[config.mk]
export PLATFORM = sky130hd
export DESIGN_NAME = fib_seq_gen
export DESIGN_NICKNAME = d
export VERILOG_FILES = /design/src/rtl/fib_seq_gen.sv
export SDC_FILE = /design/constraint.sdc
export NUM_CORES = 1
export LEC_CHECK = 0
export CORE_MARGIN = 4
export CORE_UTILIZATION = 45
export CTS_BUF_LIST = sky130_fd_sc_hd__clkbuf_4 sky130_fd_sc_hd__clkbuf_8 sky130_fd_sc_hd__clkbuf_16
export CTS_CLUSTER_SIZE = 40
export DETAILED_ROUTE_END_ITERATION = 10
export PLACE_DENSITY = 0.78
export SYNTH_ARGS = -nofsm -noshare
export SYNTH_HDL_FRONTEND = slang
export SYNTH_SLANG_ARGS = --single-unit
[constraint.sdc]
create_clock -name clk -period 5 [get_ports clk]
set_clock_uncertainty 0.05 [all_clocks]
set_input_delay 1 -clock clk [delete_from_list [all_inputs] [get_ports clk]]
set_output_delay 1 -clock clk [all_outputs]
set_load 0.005 [all_outputs]
[src/rtl/fib_seq_gen.sv]
// fib_seq_gen
// Parametrised Fibonacci term generator with a valid/ready output port.
// Each accepted step emits the current first term (a) and advances the pair.
// When a + b does not fit in WIDTH bits, OVF_MODE selects what happens next:
//   0 = wrap modulo 2^WIDTH
//   1 = restart from the seeds
//   2 = halt until the next load or reset
//
// Ports:
//   clk        clock, rising edge
//   rst        asynchronous active-high reset
//   load       reload term registers from load_a/load_b (highest priority)
//   load_a     new first term
//   load_b     new second term
//   step       request next term
//   out_ready  downstream accepts out_data
//   out_valid  out_data holds an unconsumed term
//   out_data   emitted term
//   out_ovf    sum computed on the step that produced out_data overflowed
//   halted     generator stopped after overflow (OVF_MODE 2)
//   count      accepted steps since reset/load, wraps silently
module fib_seq_gen #(
  parameter int WIDTH     = 8,
  parameter int SEED_A    = 0,
  parameter int SEED_B    = 1,
  parameter int OVF_MODE  = 0,
  parameter int CNT_WIDTH = 16
) (
  input  logic                 clk,
  input  logic                 rst,
  input  logic                 load,
  input  logic [WIDTH-1:0]     load_a,
  input  logic [WIDTH-1:0]     load_b,
  input  logic                 step,
  input  logic                 out_ready,
  output logic                 out_valid,
  output logic [WIDTH-1:0]     out_data,
  output logic                 out_ovf,
  output logic                 halted,
  output logic [CNT_WIDTH-1:0] count
);

  localparam logic [WIDTH-1:0] SEED_A_W = WIDTH'(SEED_A);
  localparam logic [WIDTH-1:0] SEED_B_W = WIDTH'(SEED_B);

  logic [WIDTH-1:0]     a_q, a_d;
  logic [WIDTH-1:0]     b_q, b_d;
  logic                 out_valid_q, out_valid_d;
  logic [WIDTH-1:0]     out_data_q, out_data_d;
  logic                 out_ovf_q, out_ovf_d;
  logic                 halted_q, halted_d;
  logic [CNT_WIDTH-1:0] count_q, count_d;

  logic                 step_acc;
  logic [WIDTH:0]       sum;
  logic                 carry;

  // A step is taken only when the output register is free or being drained
  // this same cycle; there is no skid buffer behind it.
  assign step_acc = step & ~load & ~halted_q & (~out_valid_q | out_ready);
  assign sum      = {1'b0, a_q} + {1'b0, b_q};
  assign carry    = sum[WIDTH];

  always_comb begin
    a_d         = a_q;
    b_d         = b_q;
    out_valid_d = out_valid_q;
    out_data_d  = out_data_q;
    out_ovf_d   = out_ovf_q;
    halted_d    = halted_q;
    count_d     = count_q;

    if (load) begin
      // Any pending term is dropped; out_data/out_ovf keep their old value.
      a_d         = load_a;
      b_d         = load_b;
      count_d     = '0;
      halted_d    = 1'b0;
      out_valid_d = 1'b0;
    end else if (step_acc) begin
      out_data_d  = a_q;
      out_ovf_d   = carry;
      out_valid_d = 1'b1;
      count_d     = count_q + CNT_WIDTH'(1);
      if (!carry || OVF_MODE == 0) begin
        a_d = b_q;
        b_d = sum[WIDTH-1:0];
      end else if (OVF_MODE == 1) begin
        a_d = SEED_A_W;
        b_d = SEED_B_W;
      end else begin
        // Freeze the pair so a later inspection shows where it stopped.
        halted_d = 1'b1;
      end
    end else if (out_valid_q && out_ready) begin
      out_valid_d = 1'b0;
    end
  end

  always_ff @(posedge clk or posedge rst) begin
    if (rst) begin
      a_q         <= SEED_A_W;
      b_q         <= SEED_B_W;
      out_valid_q <= 1'b0;
      out_data_q  <= '0;
      out_ovf_q   <= 1'b0;
      halted_q    <= 1'b0;
      count_q     <= '0;
    end else begin
      a_q         <= a_d;
      b_q         <= b_d;
      out_valid_q <= out_valid_d;
      out_data_q  <= out_data_d;
      out_ovf_q   <= out_ovf_d;
      halted_q    <= halted_d;
      count_q     <= count_d;
    end
  end

  assign out_valid = out_valid_q;
  assign out_data  = out_data_q;
  assign out_ovf   = out_ovf_q;
  assign halted    = halted_q;
  assign count     = count_q;

endmodule

==> metrics.txt <==
outcome finished, final reports clean; vias after detailed routing 1752; top-area cell type share of the netlist area 0.4486; clock tree buffer depth 2; area grow syn2layout 26.86%; Root Buffer clkbuf_8; Ant. Diodes 0; clk slew on worst S/H paths 70 ps; Cells after Synth about 220; critical path required time about 5100 ps; post-route setup slack approximately 2400 ps; Top Ports 48; die height a little under 80 µm; Yosys warning total 0; Distinct cells, synth 44; Initial Util 0.4748; GRT Total Usage 0.1632; number of global-route vias before repair ~1700; Final ANT Viol Nets 0; Avg Vias per Cell about 5.3; htree depth 2; FFs w/ async S/R, synth 1.000; Initial DRT Pass Iterations 4; TritonCTS clock tree done; unrepaired setup endpoints after global routing no; Final min period roughly 2600 ps; Resize count post-CTS 0; post-CTS setup buffer count 0; hold_buf cts 0; nets@finish 296; final hold vios 0; hpwl dp approximately 3200 µm; Synth Register Bits 42; initial antenna violation count 0; Max FO, Critical Path 20; synthesized area per cell 10.35 µm²; final setup vio count 0; Slew Viols, Final 0; 1st-iter DRT viols between 100 and 150; total power approximately 0.91 mW; Worst EP arrival roughly 2800 ps; Core Region 4817 µm²; Synth Net Count between 200 and 300; clock sinks 42; Final Non-Filler Cells about 330; worst setup path class in2reg; worst slew pin tran roughly 830 ps; die width approximately 79 µm; endpoint type of the worst setup path flip-flop; layout cell share with drive strength beyond 1 0.1128; # placed instances between 300 and 400; Power Density roughly 310 nW/µm²; residual DRC count 0; Final TNS setup 0 ps; cell with the most instances after synthesis dfrtp_1; drt wl/cell between 10 and 15 µm; FP Rows 25; GRT overflow 0; EDFF count, synth 0; Static Leak ~1.3 nW; Num CTS Buffers 5; largest net degree at the start of global routing 46; first-pass GRT wire length 8148 µm; Yosys top cell by area dfrtp_1; dominant synthesized flop cell dfrtp_1; period utilisation layout 0.5265; FMAX around 380 MHz; Slew headroom 0.4427; Synth area leaders dfrtp_1 (45%), ha_1 (4.9%), mux2_2 (4.4%); final wirelength roughly 4600 µm; Startpoint Class input pin; Synth Cell Area about 2300 µm²; number of I/O port buffers between 40 and 50; RePlAce Congestion between 0.8 and 0.9; maximum VDD drop ~190 µV; dpl ws around 2100 ps; die area ~6300 µm²; register area share after synthesis 0.4601; Synth top cells by count dfrtp_1 (41), nor2_1 (24), nand2_1 (22); WHS around 460 ps; HP Class reg2reg; Clock Latency Late Sink between 200 and 300 ps; max cap viols 0
layout make-up:
type / instances / area, µm²
Clock buffer: 7 / 90.09
Clock inverter: 1 / 30.03
Fill cell: 438 / 1916
Inverter: 3 / 23.77
Multi-Input combinational cell: 165 / 1146
Sequential cell: 42 / 1052
Tap cell: 67 / 83.83
Timing Repair Buffer: 48 / 475.5
flip-flops by register name (all words and copies together) (netlist names):
| name | count |
|---|---|
| count | 16 |
| a_q | 8 |
| b_q | 8 |
| out_data | 8 |
| out_ovf | 1 |
| out_valid | 1 |
where the power goes:
part | leakage [nW] | internal [mW] | switching, mW
clock | 0.0619 | 0.168 | 0.113
sequential | 0.534 | 0.378 | 0.0276
combinational | 0.664 | 0.125 | 0.102
critical path: stages:
cell and delay [ps]:
clkdlybuf4s50_1 590, nand2_1 540, and3_1 430, a21oi_1 110, nand3b_1 80
cell families (layout without fill, tap and decap cells):
| logic type | Yosys count | in the layout | share of synthesized area |
|---|---|---|---|
| XOR/XNOR | 17 | 17 | 0.06510 |
| other | 1 | 1 | 0.001640 |
| AO/OA/AOI/OAI | 37 | 37 | 0.1001 |
| buffers and inverters | 14 | 59 | 0.03884 |
| multiplexers | 19 | 19 | 0.08808 |
| flip-flops | 42 | 42 | 0.4601 |
| adder cells (fa/ha/maj) | 10 | 10 | 0.05799 |
| AND/OR/NAND/NOR | 81 | 81 | 0.1882 |
final timing paths:
check                       startpoint           to  slack (ps)  cells past startpoint
setup / recovery                  step       b_q[5]        2370                      5
hold / removal             out_data[3]  out_data[3]         460                      1
setup reg to reg                a_q[0]       b_q[6]        2780                      7
hold reg to reg            out_data[3]  out_data[3]         460                      1
max in group asynchronous          rst       b_q[0]        3460                      3
min in group asynchronous          rst  out_data[0]        1080                      3
metrics by stage:
stage | utilization | cell area, µm²
6_report | 0.6023 | 2902
5_1_grt | 0.6023 | 2902
4_1_cts | 0.6023 | 2902
3_5_place_dp | 0.5774 | 2781
3_3_place_gp | 0.5774 | 2781
2_1_floorplan | - | 2287
routing by layer:
layer,track usage,up-vias,routed length (µm)
li1,-,868,-
met1,0.2141,821,2182
met2,0.2626,55,2156
met3,0.03515,8,229
met4,0.06529,0,65
met5,0,-,0
placed cells by master, fill, tap and decap left out, types with 6 or more instances in the layout:
cell type | Yosys | layout
a21oi_1 | 8 | 8
clkbuf_8 | 0 | 6
o21ai_0 | 12 | 12
mux2i_1 | 10 | 10
nor2_1 | 24 | 24
dfrtp_1 | 41 | 41
mux2_2 | 9 | 9
xnor2_1 | 8 | 8
clkdlybuf4s50_1 | 0 | 46
ha_1 | 9 | 9
xor2_1 | 9 | 9
nand2_1 | 22 | 22
nand3_1 | 7 | 7
Power figures use the tool's default switching activity.
